--- src/rtl/fifo_rr_drain_pkg.sv ---
// fifo_rr_drain_pkg
//   Shared definitions for the round-robin FIFO drain controller:
//   controller state encoding, burst counter width and the helper that
//   locates one channel's word inside the packed fifoData bus.
package fifo_rr_drain_pkg;

    // Controller states: IDLE arbitrates, BURST drains the granted channel.
    typedef enum logic {
        ST_IDLE  = 1'b0,
        ST_BURST = 1'b1
    } state_t;

    // Burst counter is wide enough for any MAX_BURST in 1..255.
    localparam int BURST_CNT_W = 8;

    // Channel c occupies fifoData[c*width +: width].
    function automatic int chanLsb(input int ch, input int width);
        return ch * width;
    endfunction

endpackage

--- src/rtl/fifo_rr_drain_pick.sv ---
// rr_priority_pick
//   Purely combinational round-robin picker. Starting just after the last
//   granted channel and wrapping, it returns the first eligible channel.
//   Ports:
//     eligible  [NUM_CH]   per-channel request (present and enabled)
//     last      [LOG2_CH]  previously granted channel
//     pickValid            at least one channel is eligible
//     pickIdx   [LOG2_CH]  chosen channel
module rr_priority_pick
    import fifo_rr_drain_pkg::*;
#(
    parameter int LOG2_CH = 2
) (
    input  logic [(2**LOG2_CH)-1:0] eligible,
    input  logic [LOG2_CH-1:0]      last,
    output logic                    pickValid,
    output logic [LOG2_CH-1:0]      pickIdx
);

    localparam int NUM_CH = 2 ** LOG2_CH;

    logic [NUM_CH-1:0]  rotated;
    logic [LOG2_CH-1:0] offset;
    logic               found;

    // Rotate so that bit 0 is the channel after 'last', take the lowest set
    // bit, then rotate the answer back by adding it to last+1. Index
    // arithmetic is done in LOG2_CH bits so the wrap is free.
    always_comb begin
        rotated = '0;
        offset  = '0;
        found   = 1'b0;
        for (int i = 0; i < NUM_CH; i++) begin
            rotated[i] = eligible[LOG2_CH'(int'(last) + 1 + i)];
        end
        for (int i = NUM_CH - 1; i >= 0; i--) begin
            if (rotated[i]) begin
                found  = 1'b1;
                offset = LOG2_CH'(i);
            end
        end
        pickValid = found;
        pickIdx   = last + LOG2_CH'(1) + offset;
    end

endmodule

--- src/rtl/fifo_rr_drain.sv ---
// fifo_rr_drain
//   Round-robin drain controller sharing one valid/ready output stream
//   between NUM_CH shift-register FIFOs. One channel is granted at a time
//   for at most MAX_BURST words; its pops are registered into outData.
//   Ports:
//     clk, rst      clock, asynchronous active-low reset
//     chEnable      per-channel enable mask (disabled channels never granted)
//     fifoPresent   registered dataPresent of each FIFO
//     fifoData      packed head words, channel c at [c*WIDTH +: WIDTH]
//     fifoRead      one-hot (or zero) pop strobes, combinational
//     outData       registered output word
//     outValid      outData holds an unconsumed word
//     outReady      consumer takes outData this cycle
//     grantValid    high while a channel is being drained
//     grantIdx      current or most recently granted channel
module fifo_rr_drain
    import fifo_rr_drain_pkg::*;
#(
    parameter int WIDTH     = 8,
    parameter int LOG2_CH   = 2,
    parameter int MAX_BURST = 4
) (
    input  logic                            clk,
    input  logic                            rst,
    input  logic [(2**LOG2_CH)-1:0]         chEnable,
    input  logic [(2**LOG2_CH)-1:0]         fifoPresent,
    input  logic [(2**LOG2_CH)*WIDTH-1:0]   fifoData,
    output logic [(2**LOG2_CH)-1:0]         fifoRead,
    output logic [WIDTH-1:0]                outData,
    output logic                            outValid,
    input  logic                            outReady,
    output logic                            grantValid,
    output logic [LOG2_CH-1:0]              grantIdx
);

    localparam int NUM_CH = 2 ** LOG2_CH;

    state_t                  state;
    logic [BURST_CNT_W-1:0]  burstCount;
    logic [NUM_CH-1:0]       eligible;
    logic                    grantEligible;
    logic                    load;
    logic                    lastWord;
    logic                    pickValid;
    logic [LOG2_CH-1:0]      pickIdx;

    // A word can be popped only from the granted channel, and only when the
    // output register is empty or being emptied in the same cycle.
    always_comb begin
        eligible      = fifoPresent & chEnable;
        grantEligible = eligible[grantIdx];
        load          = (state == ST_BURST) && grantEligible && (!outValid || outReady);
        lastWord      = (burstCount == BURST_CNT_W'(MAX_BURST - 1));
        fifoRead           = '0;
        fifoRead[grantIdx] = load;
    end

    rr_priority_pick #(
        .LOG2_CH (LOG2_CH)
    ) u_pick (
        .eligible  (eligible),
        .last      (grantIdx),
        .pickValid (pickValid),
        .pickIdx   (pickIdx)
    );

    // Controller FSM plus output register. Reset leaves grantIdx on the last
    // channel so the first search starts at channel 0. A burst ends on its
    // final pop or as soon as the granted channel stops being eligible; in
    // the latter case no read happens that cycle.
    always_ff @(posedge clk or negedge rst) begin
        if (!rst) begin
            state      <= ST_IDLE;
            burstCount <= '0;
            grantIdx   <= LOG2_CH'(NUM_CH - 1);
            grantValid <= 1'b0;
            outData    <= '0;
            outValid   <= 1'b0;
        end else begin
            if (load) begin
                outData    <= fifoData[chanLsb(int'(grantIdx), WIDTH) +: WIDTH];
                outValid   <= 1'b1;
                burstCount <= burstCount + BURST_CNT_W'(1);
            end else if (outValid && outReady) begin
                outValid <= 1'b0;
            end

            case (state)
                ST_IDLE: begin
                    if (pickValid) begin
                        grantIdx   <= pickIdx;
                        burstCount <= '0;
                        state      <= ST_BURST;
                        grantValid <= 1'b1;
                    end
                end
                ST_BURST: begin
                    if ((load && lastWord) || !grantEligible) begin
                        state      <= ST_IDLE;
                        grantValid <= 1'b0;
                    end
                end
                default: begin
                    state      <= ST_IDLE;
                    grantValid <= 1'b0;
                end
            endcase
        end
    end

endmodule

--- config.mk ---
export PLATFORM = sky130hd
export DESIGN_NAME = fifo_rr_drain
export DESIGN_NICKNAME = d
export VERILOG_FILES = /design/src/rtl/fifo_rr_drain_pkg.sv /design/src/rtl/fifo_rr_drain_pick.sv /design/src/rtl/fifo_rr_drain.sv
export SDC_FILE = /design/constraint.sdc
export NUM_CORES = 1
export LEC_CHECK = 0
export ABC_AREA = 1
export ABC_CLOCK_PERIOD_IN_PS = 3000
export BUFFER_PORTS_ARGS = -buffer_cell sky130_fd_sc_hd__buf_2
export CAP_MARGIN = 0
export CORE_ASPECT_RATIO = 2
export CORE_UTILIZATION = 50
export CTS_CLUSTER_DIAMETER = 100
export DETAILED_ROUTE_END_ITERATION = 8
export PLACE_DENSITY = 0.8
export SLEW_MARGIN = 15
export SYNTH_ARGS = -nofsm -noshare
export SYNTH_HDL_FRONTEND = slang
export SYNTH_SLANG_ARGS = --single-unit
--- constraint.sdc ---
create_clock -name clk -period 3 [get_ports clk]
set_clock_uncertainty 0.15 [all_clocks]
set_input_delay 0.3 -clock clk [delete_from_list [all_inputs] [get_ports clk]]
set_output_delay 0.3 -clock clk [all_outputs]
set_load 0.03 [all_outputs]
==> results.yml <==
routing:
  drc: 0
  drtPass1Iterations: 6
  drt-total-wl_mm: 3.714
  detail-route-antenna-nets: 0
  vias_per_cell: 5.057
  drt_iter0_drc: 11
  wl_per_cell_um: 11.15
  vias: 1684
clock_network:
  clock_path_buffers: 2
  cts_tree: "built"
  path_clk_slew_ns: 0.08
  postCtsSetupBuffers: 0
  clk_latency_ns: 0.26
  cts_resized: 0
  cts_max_level: 1
  root_buffer: "clkbuf_8"
  cts_sinks: 21
  cts_made_buffers: 3
worst_hold_path:
  min_from: "fifoData[1]"
  hold_path_class: "primary input to register"
  whs_endpoint: "outData[1]$_DFFE_PN0P_"
  min_path_cells: 5
floorplan:
  fp.dieW_um: 43.07
  core_area_mm2: 0.003193
  die_y_um: 84.14
  die_area_mm2: 0.003624
  rows: 29
  initial_core_util: 0.5282
  boundaryPins: 59
timing:
  hold_viol_final: 0
  final-setup-viol-count: 0
  finalCritPeriodShare: 0.8925
  period_minus_slack_ns: 2.677
  rsz0062_at_grt: "no"
  tns_ns: 0
  fmaxAchievable_mhz: 373.5
  drv_slew: 0
  relSlewSlack: 0.6890
  worstMarginPinSlew_ns: 0.4665
power_and_ir_drop:
  ir_drop_v: 0.0009339
  p_leak_nw: 1.174
  p_per_area_mw_per_mm2: 1130
worst_setup_path:
  crit_chain: "inv_1, ha_1, inv_1, nand2_1, nand2_1, nand2_1, nand2_1, nand2_1, nand2_1, ha_1, inv_1, nand3_1, nand2_1, inv_1, nand2_1, nand2_1, nand2_1"
  crit_type: "register to register"
  cp.buffers_inverters: 4
  slowest_delay_ns: 0.67
  crit_slowest_cell: "dfstp_2"
  r2r_cells: 17
  start_kind: "register"
  r2r_end: "grantIdx[1]$_DFFE_PN1P_"
  worstPathArrival_ns: 2.74
  cp_top_family: "simple AND/OR/NAND/NOR gates"
  r2r_slack_ns: 0.32
  worst_setup_path_end_kind: "register"
  crit_required_ns: 3.06
  worstReg2RegStart: "grantIdx[1]$_DFFE_PN1P_"
  crit_path_max_fanout: 14
  path_common_cell: "nand2_1"
flow_run:
  cap_violations: 0
finish:
  num-nets-final: 352
  area_delta_synth_final_pct: 19.88
  diodes: 0
  layout-drive-gt1-share: 0.2980
  fin_util: 0.6332
synth:
  yosysWarnings: 0
  ys_seq_elements: 21
  syn_inst: 247
  synth.area.top_cells: "dfrtp_1 (28%), nand2_1 (18%), nor2_1 (6.5%)"
  netlist_area_mm2: 0.001687
  synth_fp_nets: 296
  ys_seq_area_frac: 0.3131
  synth_top_area_cell: "dfrtp_1"
  synthDistinctLibCells: 28
  yosysTopAreaCellShare: 0.2819
  synth.avg_cell_area_um2: 6.828
outcome:
  status: "finished, final reports clean"
global_route:
  grt_max_degree: 27
  grt_use_total: 0.2277
  grt_pass1_vias: 1645
  grt_antenna_before_repair: 0
  grt_pass1_wl_mm: 6.534
  grt-ovfl-total: 0
placement:
  io_buffer_count: 58
  dp_hpwl_mm: 3.005
  finalWeightedCongestion: 0.8454
-- metrics by stage --
| stage | power (W) | cell area (µm²) | instances | hold slack [ns] | worst slack (ns) |
|---|---|---|---|---|---|
| after global routing | 0.002511 | 2022 | 333 | 0.2758 | 0.06977 |
| after global placement | 0.002074 | 1963 | 328 | 0.1277 | 0.4360 |
| after CTS | 0.002308 | 2022 | 333 | 0.2439 | 0.3081 |
| after floorplan | 0.001828 | 1687 | 247 | -0.1456 | 0.3251 |
| after detailed placement | 0.002111 | 1963 | 328 | 0.1310 | 0.3352 |
| final | 0.002284 | 2022 | 333 | 0.2592 | 0.3226 |
-- flip-flops by register name, summed over array words and instances (netlist names) --
signal,cells
grantValid,1
state,1
outData,8
outValid,1
grantIdx,2
burstCount,8
-- worst max-delay path by stage --
stage / slack, ns / cells after the start / end / start
after global routing: 0.07 / 17 / grantIdx[1]$_DFFE_PN1P_ / grantIdx[1]$_DFFE_PN1P_
after global placement: 0.44 / 17 / grantIdx[1]$_DFFE_PN1P_ / grantIdx[1]$_DFFE_PN1P_
final: 0.32 / 17 / grantIdx[1]$_DFFE_PN1P_ / grantIdx[1]$_DFFE_PN1P_
after CTS: 0.31 / 17 / grantIdx[1]$_DFFE_PN1P_ / grantIdx[1]$_DFFE_PN1P_
after detailed placement: 0.34 / 17 / grantIdx[1]$_DFFE_PN1P_ / grantIdx[1]$_DFFE_PN1P_
after floorplan: 0.33 / 19 / grantIdx[1]$_DFFE_PN1P_ / grantIdx[0]$_DFFE_PN1P_
-- timing repair --
| action | in CTS | in global routing |
|---|---|---|
| hold buffers | 1 | 0 |
| setup endpoints to repair | 0 | 0 |
| endpoints found under the hold margin | 19 | 0 |
-- worst register-to-register path, cell delays in order (launching register included) --
cell,delay (ns)
dfstp_2,0.67
inv_1,0.22
ha_1,0.42
inv_1,0.12
nand2_1,0.08
nand2_1,0.06
nand2_1,0.06
nand2_1,0.11
nand2_1,0.09
nand2_1,0.05
ha_1,0.19
inv_1,0.05
nand3_1,0.07
nand2_1,0.07
inv_1,0.05
nand2_1,0.06
nand2_1,0.04
nand2_1,0.06
-- synthesized netlist by cell type, drive strengths merged --
master  number
nand2       91
nor2        33
inv         28
o21ai       24
dfrtp       19
nand3       18
o22ai        8
buf          7
ha           6
xor2         5
clkbuf       2
dfstp        2
a31o         1
clkinv       1
nand4        1
nor3         1
-- routing by layer --
metal  GRT usage  wire, µm
met2      0.4325      2075
met3    0.008602       112
met1      0.2369      1450
met5           0         0
met4      0.1212        76
-- layout by cell type (no fill, tap or decap) --
master,instances
nand2_2,4
dfstp_2,2
clkinv_1,1
o22ai_1,8
nor2_8,2
clkinvlp_4,1
ha_1,6
o21ai_1,2
dlygate4sd3_1,1
dfrtp_1,19
inv_2,4
nor2_4,1
inv_1,24
buf_2,58
nor3_1,1
nand2_4,4
xor2_1,5
buf_4,1
nor2_2,1
o21ai_0,18
nand3_2,4
nand3_1,14
clkbuf_8,3
o21ai_2,3
nand2_1,83
a31o_2,1
nor2_1,29
nand4_1,1
o21ai_4,1
-- power breakdown --
group | leakage, nW | total [W] | switching (W) | internal [W]
Clock | 0.0217 | 0.000191 | 0.0000968 | 0.0000940
Combinational | 0.886 | 0.00159 | 0.00109 | 0.000507
Sequential | 0.266 | 0.000501 | 0.000102 | 0.000399
-- logic make-up (layout without fill, tap and decap cells) --
logic type               after synthesis  after routing  synth area share
AND/OR/NAND/NOR                      144            144            0.3969
buffers and inverters                 38             93            0.1001
AO/OA/AOI/OAI                         33             33            0.1194
flip-flops                            21             21            0.3131
adder cells (fa/ha/maj)                6              6           0.04451
XOR/XNOR                               5              5           0.02596
-- layout make-up --
cell class / instances / area (µm²)
fill: 315 / 1171
sequential: 21 / 528.0
clock inverter: 1 / 7.507
inverter: 29 / 108.9
multi-input combinational: 188 / 989.7
tap: 31 / 38.79
clock buffer: 3 / 41.29
timing repair buffer: 60 / 307.8
Power figures use the tool's default switching activity.
